[config.mk]
export PLATFORM = sky130hd
export DESIGN_NAME = timer_key_ctrl
export DESIGN_NICKNAME = d
export VERILOG_FILES = /design/src/rtl/timer_key_ctrl.sv
export SDC_FILE = /design/constraint.sdc
export NUM_CORES = 1
export LEC_CHECK = 0
export BUFFER_PORTS_ARGS = -buffer_cell sky130_fd_sc_hd__clkbuf_2
export CORE_ASPECT_RATIO = 0.8
export CORE_MARGIN = 5
export CORE_UTILIZATION = 53
export CTS_CLUSTER_DIAMETER = 50
export DETAILED_ROUTE_END_ITERATION = 8
export PLACE_DENSITY = 0.77
export SYNTH_ARGS = -nofsm -noshare
export SYNTH_HDL_FRONTEND = slang
export SYNTH_SLANG_ARGS = --single-unit
[constraint.sdc]
create_clock -name clk -period 1.65 [get_ports clk]
set_input_delay 0.33 -clock clk [delete_from_list [all_inputs] [get_ports clk]]
set_output_delay 0.33 -clock clk [all_outputs]
set_load 0.02 [all_outputs]
[src/rtl/timer_key_ctrl.sv]
// timer_key_ctrl: front-panel control for the ramen timer.
// Synchronises and debounces the start/pause and clear keys, runs the
// IDLE/RUN/PAUSE/DONE machine, and drives the count enable, the clear
// pulse and the blinking alarm into the counter and display path.
module timer_key_ctrl #(
    parameter int DEB_CYCLES   = 200,
    parameter int BLINK_CYCLES = 2500
) (
    input  logic       clk,
    input  logic       rst_n,
    input  logic [1:0] key_n,
    input  logic       timeup,
    output logic       run,
    output logic       clr,
    output logic [1:0] state,
    output logic       alarm
);

    localparam int DW = $clog2(DEB_CYCLES);
    localparam int BW = $clog2(BLINK_CYCLES);
    localparam logic [DW-1:0] DEB_LAST   = DW'(DEB_CYCLES - 1);
    localparam logic [BW-1:0] BLINK_LAST = BW'(BLINK_CYCLES - 1);

    typedef enum logic [1:0] {
        S_IDLE  = 2'b00,
        S_RUN   = 2'b01,
        S_PAUSE = 2'b10,
        S_DONE  = 2'b11
    } state_t;

    // The synchroniser carries the inverted (pressed) level so that its
    // reset value of 0 means "not pressed".
    logic [1:0]    sync1_q, sync2_q;
    logic [1:0]    stable_q, stable_prev_q;
    logic [1:0]    press_q;
    logic [DW-1:0] deb_cnt_q [2];
    logic          timeup_q;

    state_t        state_q, state_d;
    logic          clr_q, clr_d;
    logic          alarm_q, alarm_d;
    logic [BW-1:0] blink_q, blink_d;

    // Key synchronisers, per-key debounce, press-edge detection and timeup sampling
    always_ff @(posedge clk) begin
        if (!rst_n) begin
            sync1_q       <= 2'b00;
            sync2_q       <= 2'b00;
            stable_q      <= 2'b00;
            stable_prev_q <= 2'b00;
            press_q       <= 2'b00;
            deb_cnt_q[0]  <= '0;
            deb_cnt_q[1]  <= '0;
            timeup_q      <= 1'b0;
        end else begin
            sync1_q       <= ~key_n;
            sync2_q       <= sync1_q;
            stable_prev_q <= stable_q;
            press_q       <= stable_q & ~stable_prev_q;
            timeup_q      <= timeup;
            for (int i = 0; i < 2; i++) begin
                if (sync2_q[i] != stable_q[i]) begin
                    if (deb_cnt_q[i] == DEB_LAST) begin
                        stable_q[i]  <= ~stable_q[i];
                        deb_cnt_q[i] <= '0;
                    end else begin
                        deb_cnt_q[i] <= deb_cnt_q[i] + 1'b1;
                    end
                end else begin
                    deb_cnt_q[i] <= '0;
                end
            end
        end
    end

    // State register together with the registered clr and alarm outputs
    always_ff @(posedge clk) begin
        if (!rst_n) begin
            state_q <= S_IDLE;
            clr_q   <= 1'b0;
            alarm_q <= 1'b0;
            blink_q <= '0;
        end else begin
            state_q <= state_d;
            clr_q   <= clr_d;
            alarm_q <= alarm_d;
            blink_q <= blink_d;
        end
    end

    // Next-state logic: timeup outranks keys, and KEY1 outranks KEY0 where both act
    always_comb begin
        state_d = state_q;
        clr_d   = 1'b0;
        case (state_q)
            S_IDLE: begin
                if (press_q[1]) begin
                    clr_d = 1'b1;
                end else if (press_q[0]) begin
                    state_d = S_RUN;
                end
            end
            S_RUN: begin
                if (timeup_q) begin
                    state_d = S_DONE;
                end else if (press_q[0]) begin
                    state_d = S_PAUSE;
                end
            end
            S_PAUSE: begin
                if (press_q[1]) begin
                    state_d = S_IDLE;
                    clr_d   = 1'b1;
                end else if (press_q[0]) begin
                    state_d = S_RUN;
                end
            end
            default: begin
                if (|press_q) begin
                    state_d = S_IDLE;
                    clr_d   = 1'b1;
                end
            end
        endcase
    end

    // Outputs: run decoded from the state register; alarm blinks only while in DONE
    always_comb begin
        alarm_d = 1'b0;
        blink_d = '0;
        if (state_d == S_DONE) begin
            if (state_q != S_DONE) begin
                alarm_d = 1'b1;
            end else if (blink_q == BLINK_LAST) begin
                alarm_d = ~alarm_q;
            end else begin
                alarm_d = alarm_q;
                blink_d = blink_q + 1'b1;
            end
        end
        run   = (state_q == S_RUN);
        clr   = clr_q;
        state = state_q;
        alarm = alarm_q;
    end

endmodule

==> key figures, run 1 <==
Synth
  • Area leader, netlist: dfxtp_1
  • Synth top area cells: dfxtp_1, edfxtp_1, a211oi_1, or3_1, nand3_1
  • FF+latch count, synth: 43
  • EDFF count, synth: 16
  • Post-synth cell types: 30
  • Cell Area, Synth: between 0.0015 and 0.002 mm2
  • Seq/Total Area, Yosys: between 50% and 60%
  • Synth warn: 0
  • Share of the synthesized area in the top cell type: 28.3%
  • Dominant synthesized flop cell: dfxtp_1
  • Syn Area/Cell: 10.3 um2
  • Synthesized instance count: about 190
  • Asr flop ratio synth: 0%

Floorplan
  • # IOs: 10
  • Die H: between 60 and 70 um
  • Chip Width: ~77 um
  • Initial Util: 55.4%
  • Row cnt: 19
  • Full die area: approximately 0.0049 mm2
  • Placeable core area: around 0.0034 mm2

Setup path
  • CP startpoint kind: flip-flop
  • CP required: 1880 ps
  • Worst Path Arrival: roughly 1800 ps
  • CP Max Fanout: 3
  • Crit end category: flip-flop
  • WS Path Type: reg -> reg

STA
  • Final-report max-slew violation count: 0
  • Setup repair after global routing missed its margin: yes
  • Worst Skew: 8.18 ps
  • Fin Hold WS: between 150 and 200 ps
  • Max Clock Freq: 622 MHz
  • Tmin final: about 1600 ps
  • Final setup viols: 0
  • Period utilisation layout: around 97%
  • Final setup TNS: 0 ps
  • Hold Violations, Final: 0

Final layout
  • Total Nets Final: roughly 230
  • Commonest non-fill, non-tap cells in the layout: dfxtp_1, edfxtp_1, conb_1, nand3_1
  • Commonest non-fill, non-tap cell in the layout: dfxtp_1
  • Ratio of cells with drive above 1 in the final layout: around 17%
  • Area growth from synthesis to layout: 16.3%
  • Ant. Diodes: 0

Routing
  • Drt first pass iters: 4
  • Vias/cell: between 5 and 6
  • DRT iter0 DRCs: between 100 and 150
  • Routed WL: approximately 3800 um
  • Vias: around 1500
  • DRC viols: 0
  • Wire length per cell: 14.5 um
  • ANT nets after route: 0

Power
  • Reg power frac: 61.9%
  • Logic pwr share: 3.2%
  • Peak supply drop: 0.464 mV
  • Power Density: between 800 and 900 mW/mm2
  • Clock power frac: 34.9%
  • Sw Share: 21.8%
  • Switching Power: about 0.4 mW
  • Internal power: approximately 1.4 mW
  • Lkg Pwr: a little under 0.8 nW

Status
  • Status: completed

CTS
  • Clock buffer depth: 2
  • Root Buffer: clkbuf_8
  • H-tree levels: 2
  • TritonCTS buffer count: 5
  • Worst-Skew Late Latency: 300 ps
  • Worst-path clk slew: 80 ps
  • CTS sink count: 43
  • Cts hold-fix bufs: 0
  • CTS tree: built

Placement
  • Port Buffers: 9
  • Hpwl dp: about 2700 um
  • GP Congestion: a little under 0.8

Run
  • Max Cap Viol: 0

Worst hold path
  • HP Class: in -> reg

Global routing
  • Met1 Use GR: 21.6%
  • Initial antenna violation count: 0
  • GR Overflow Total: 0
  • Grt met3 use: 5.13%
  • Total global-route track usage: 16.8%
  • First-pass GRT wire length: 6590 um
  • Vias in the first global route: between 1000 and 1500
  • Largest net degree at the start of global routing: 14
  • M2 GR Usage: between 20% and 30%
  • Top Usage Layer GRT: met2
## registers in the layout (all words and copies together), names as in the netlist
name / flops
alarm: 1
blink_q: 12
clr: 1
deb_cnt_q: 16
press_q: 2
stable_prev_q: 2
stable_q: 2
state: 2
sync1_q: 2
sync2_q: 2
timeup_q: 1
## power groups by stage
stage,sequential [mW],combinational (mW),clock [mW]
floorplan,1.16,0.0390,0
global placement,1.16,0.0524,0
detailed placement,1.17,0.0555,0
CTS,1.14,0.0560,0.658
global route,1.14,0.0673,0.714
finish,1.14,0.0587,0.644
## metal layers
layer	share of wire, %	wire, um	vias up
li1	-	-	754
met1	47	1790	707
met2	46	1770	33
met3	5.1	195	8
met4	1.5	57	0
met5	0	0	-
## synthesized netlist by cell type, types with 5 or more instances
master	number
nand4_1	6
nand3_1	13
nor3_1	10
nor3b_1	6
nand2_1	8
xor2_1	7
and2_1	7
edfxtp_1	16
dfxtp_1	27
a21oi_1	5
nor2_1	7
nor2b_1	5
a211oi_1	13
or3_1	11
o21ai_0	11
## through the flow
stage	total power, mW	instance area (um2)	utilization, %	std cells	setup slack (ps)
floorplan	1.20	1970	-	200	66.3
global placement	1.22	2100	60.8	253	92.7
detailed placement	1.22	2100	60.8	253	60.4
CTS	1.85	2180	63.3	261	15.7
global route	1.93	2220	64.5	263	-7.45
finish	1.84	2220	64.5	263	41.5
## kinds of logic (layout without fill, tap and decap cells)
kind of cell    after synthesis  in the layout  synth area share, %
xor+xnor                     11             11                 5.04
fa+ha+maj                     3              3                 1.96
flops                        43             43                 53.4
simple gates                 81             81                 24.5
compound gates               38             38                 13.2
buf+inv                       8             29                 1.64
other cells                   1             16                0.196
## final cells by class
cell class / count / area [um2]
fillers: 287 / 1220
flip-flops and latches: 43 / 1020
multi-input cells: 149 / 940
repair buffers: 18 / 113
clock buffers: 6 / 72.6
well taps: 42 / 52.6
clock inverters: 2 / 11.3
inverters: 3 / 11.3
## worst max-delay path, cell delays in order (launching register included)
cell,delay (ps)
dfxtp_1,320
or4b_4,540
or4_4,510
a31oi_1,170
## worst paths after layout
path                                             startpoint                     to  slack (ps)  depth (start not counted)
worst min-delay path                               key_n[1]  sync1_q[1]$_SDFF_PN0_         180                          2
worst max register to register        blink_q[9]$_SDFF_PP0_     alarm$_SDFFE_PN0P_          40                          3
worst min register to register  stable_prev_q[1]$_SDFF_PN0_  press_q[1]$_SDFF_PN0_         410                          1
worst max-delay path                  blink_q[9]$_SDFF_PP0_     alarm$_SDFFE_PN0P_          40                          3
## what timing repair did
action	CTS	global route
buffers inserted	0	2
endpoints found under the hold margin	0	0
endpoints found under the setup margin	0	5
resized for setup	0	7
Power figures use the tool's default switching activity.
==> inputs of run 2 (changes only) <==
--- a/config.mk
+++ b/config.mk
@@ -6,7 +6,6 @@
 export NUM_CORES = 1
 export LEC_CHECK = 0
 export BUFFER_PORTS_ARGS = -buffer_cell sky130_fd_sc_hd__clkbuf_2
-export CORE_ASPECT_RATIO = 0.8
 export CORE_MARGIN = 5
 export CORE_UTILIZATION = 53
 export CTS_CLUSTER_DIAMETER = 50
==> run 2 against run 1 <==
Effect of this change: sequential power barely moved; sequential cell count unchanged; register-to-register slack about the same; final cell count is 1.5% higher; die area decreased by 0.15%; clock skew is 2.0 ps lower; critical path type unchanged.
==> key figures, run 2 (synthesis results as in run 1) <==
Status
  • Status: completed (unchanged)

Final layout
  • Total Nets Final: 228 (unchanged)
  • Commonest non-fill, non-tap cell in the layout: dfxtp_1 (unchanged)
  • Ant. Diodes: 0 (unchanged)
  • Area growth from synthesis to layout: 14.5% (was 16.3%)
  • Fin cells: 267 (was 263)
  • Largest Register: deb_cnt_q (unchanged)
  • Max reg flops: 16 (unchanged)
  • FF/Latch Area: 0.00102 mm2 (about the same)
  • Final core utilization: 64.1% (was 64.5%)
  • Regs by FF count: deb_cnt_q: 16 flops, blink_q: 12 flops (unchanged)
  • Area occupied by multi-input gates: 930 um2 (was 940 um2)
  • Commonest non-fill, non-tap cells in the layout: dfxtp_1, edfxtp_1, conb_1, nand3_1, a211oi_1 (was dfxtp_1, edfxtp_1, conb_1, nand3_1)
  • Fillers: 285 (was 287)
  • Ratio of cells with drive above 1 in the final layout: 16.3% (was 16.7%)

Floorplan
  • Placeable core area: 0.00342 mm2 (was 0.00345 mm2)
  • Die H: 70.0 um (was 63.7 um)
  • Row cnt: 21 (was 19)
  • # IOs: 10 (unchanged)
  • Chip Width: 70.0 um (was 77.1 um)
  • Full die area: 0.00491 mm2 (about the same)
  • Initial Util: 55.9% (was 55.4%)

STA
  • Fin Hold WS: 103 ps (was 183 ps)
  • Tmin final: 1600 ps (was 1610 ps)
  • Worst Skew: 6.21 ps (was 8.18 ps)
  • Hold Violations, Final: 0 (unchanged)
  • Final WS setup: 47.2 ps (was 41.5 ps)
  • Setup repair after global routing missed its margin: yes (unchanged)
  • Max Clock Freq: 624 MHz (was 622 MHz)
  • Period utilisation layout: 97.1% (was 97.5%)
  • Final-report max-slew violation count: 0 (unchanged)
  • Final setup TNS: 0 ps (unchanged)
  • Final setup viols: 0 (unchanged)

CTS
  • Root Buffer: clkbuf_4 (was clkbuf_8)
  • TritonCTS buffer count: 5 (unchanged)
  • Cts hold-fix bufs: 0 (unchanged)
  • Worst-path clk slew: 120 ps (was 80 ps)
  • CTS tree: built (unchanged)
  • CTS sink count: 43 (unchanged)
  • Clock buffer depth: 2 (unchanged)
  • Worst-Skew Late Latency: 360 ps (was 300 ps)
  • H-tree levels: 2 (unchanged)

Setup path
  • Crit end category: flip-flop (unchanged)
  • CP startpoint kind: flip-flop (unchanged)
  • Worst Path Arrival: 1910 ps (was 1830 ps)
  • CP required: 1950 ps (was 1880 ps)
  • WS Path Type: reg -> reg (unchanged)
  • CP Max Fanout: 3 (unchanged)

Routing
  • Routed WL: 3770 um (was 3810 um)
  • DRT iter0 DRCs: 185 (was 124)
  • Vias: 1560 (was 1502)
  • Drt first pass iters: 4 (unchanged)
  • Vias/cell: 5.84 (was 5.71)
  • Wire length per cell: 14.1 um (was 14.5 um)
  • ANT nets after route: 0 (unchanged)
  • DRC viols: 0 (unchanged)

Power
  • Lkg Pwr: 0.758 nW (was 0.782 nW)
  • Power Density: 780 mW/mm2 (was 830 mW/mm2)
  • Peak supply drop: 0.613 mV (was 0.464 mV)

Run
  • Max Cap Viol: 0 (unchanged)

Placement
  • Hpwl dp: 2640 um (was 2710 um)
  • Inst Count DP: 258 (was 253)
  • Port Buffers: 9 (unchanged)
  • GP Congestion: 0.860 (was 0.781)
  • Setup WS pre-CTS: 48.9 ps (was 60.4 ps)

Global routing
  • GR Overflow Total: 0 (unchanged)
  • Largest net degree at the start of global routing: 14 (unchanged)
  • Initial antenna violation count: 0 (unchanged)
  • Total global-route track usage: 15.5% (was 16.8%)
  • Vias in the first global route: 1382 (was 1472)
  • First-pass GRT wire length: 6130 um (was 6590 um)

Worst hold path
  • HP Class: in -> reg (unchanged)
## run 2: cell types whose count changed in the layout (fill, tap and decap cells not counted), sizes merged
| cell | before | now |
|---|---|---|
| clkinvlp | 0 | 1 |
| inv | 4 | 3 |
## run 2: cell type report
type | count | share of cell area (%)
inverter | 3 | 0.515
timing repair buffer | 18 | 5.15
tap | 46 | 2.63
multi-input combinational | 149 | 42.5
clock inverter | 2 | 0.572
clock buffer | 6 | 1.89
sequential | 43 | 46.8
## run 2: metal layers
layer / share of wire, % / GRT usage (%)
met1: 45 / 21.1
met2: 46 / 22.8
met3: 6.4 / 3.59
met4: 2.5 / 8.51
met5: 0 / 0
## run 2: critical path: stages (launching register included)
cell and delay (ps):
dfxtp_1 340, or4b_4 540, or4_1 510, a31oi_1 160
## run 2: repair_timing
action / 4_1_cts / 5_1_grt
endpoints found under the setup margin: 0 / 6
gates resized for setup: 0 / 6
buffers inserted: 0 / 1
## run 2: power by group
group / switching (mW) / leakage [nW] / internal (mW)
sequential: 0.0206 / 0.385 / 1.12
combinational: 0.0340 / 0.345 / 0.0230
clock: 0.342 / 0.0282 / 0.165
total: 0.397 / 0.758 / 1.31
## run 2: through the flow
stage	power [mW]	area, um2
after detailed placement	1.22	2110
after global routing	1.77	2190
after global placement	1.21	2110
after floorplan	1.20	1970
after CTS	1.71	2160
final	1.71	2190
## run 2: worst paths after layout
check | startpoint | end | slack, ps | cells after the start
max reg2reg | blink_q[2]$_SDFF_PP0_ | alarm$_SDFFE_PN0P_ | 50 | 3
min | key_n[0] | sync1_q[0]$_SDFF_PN0_ | 100 | 2
min reg2reg | stable_prev_q[1]$_SDFF_PN0_ | press_q[1]$_SDFF_PN0_ | 390 | 1
max | blink_q[2]$_SDFF_PP0_ | alarm$_SDFFE_PN0P_ | 50 | 3
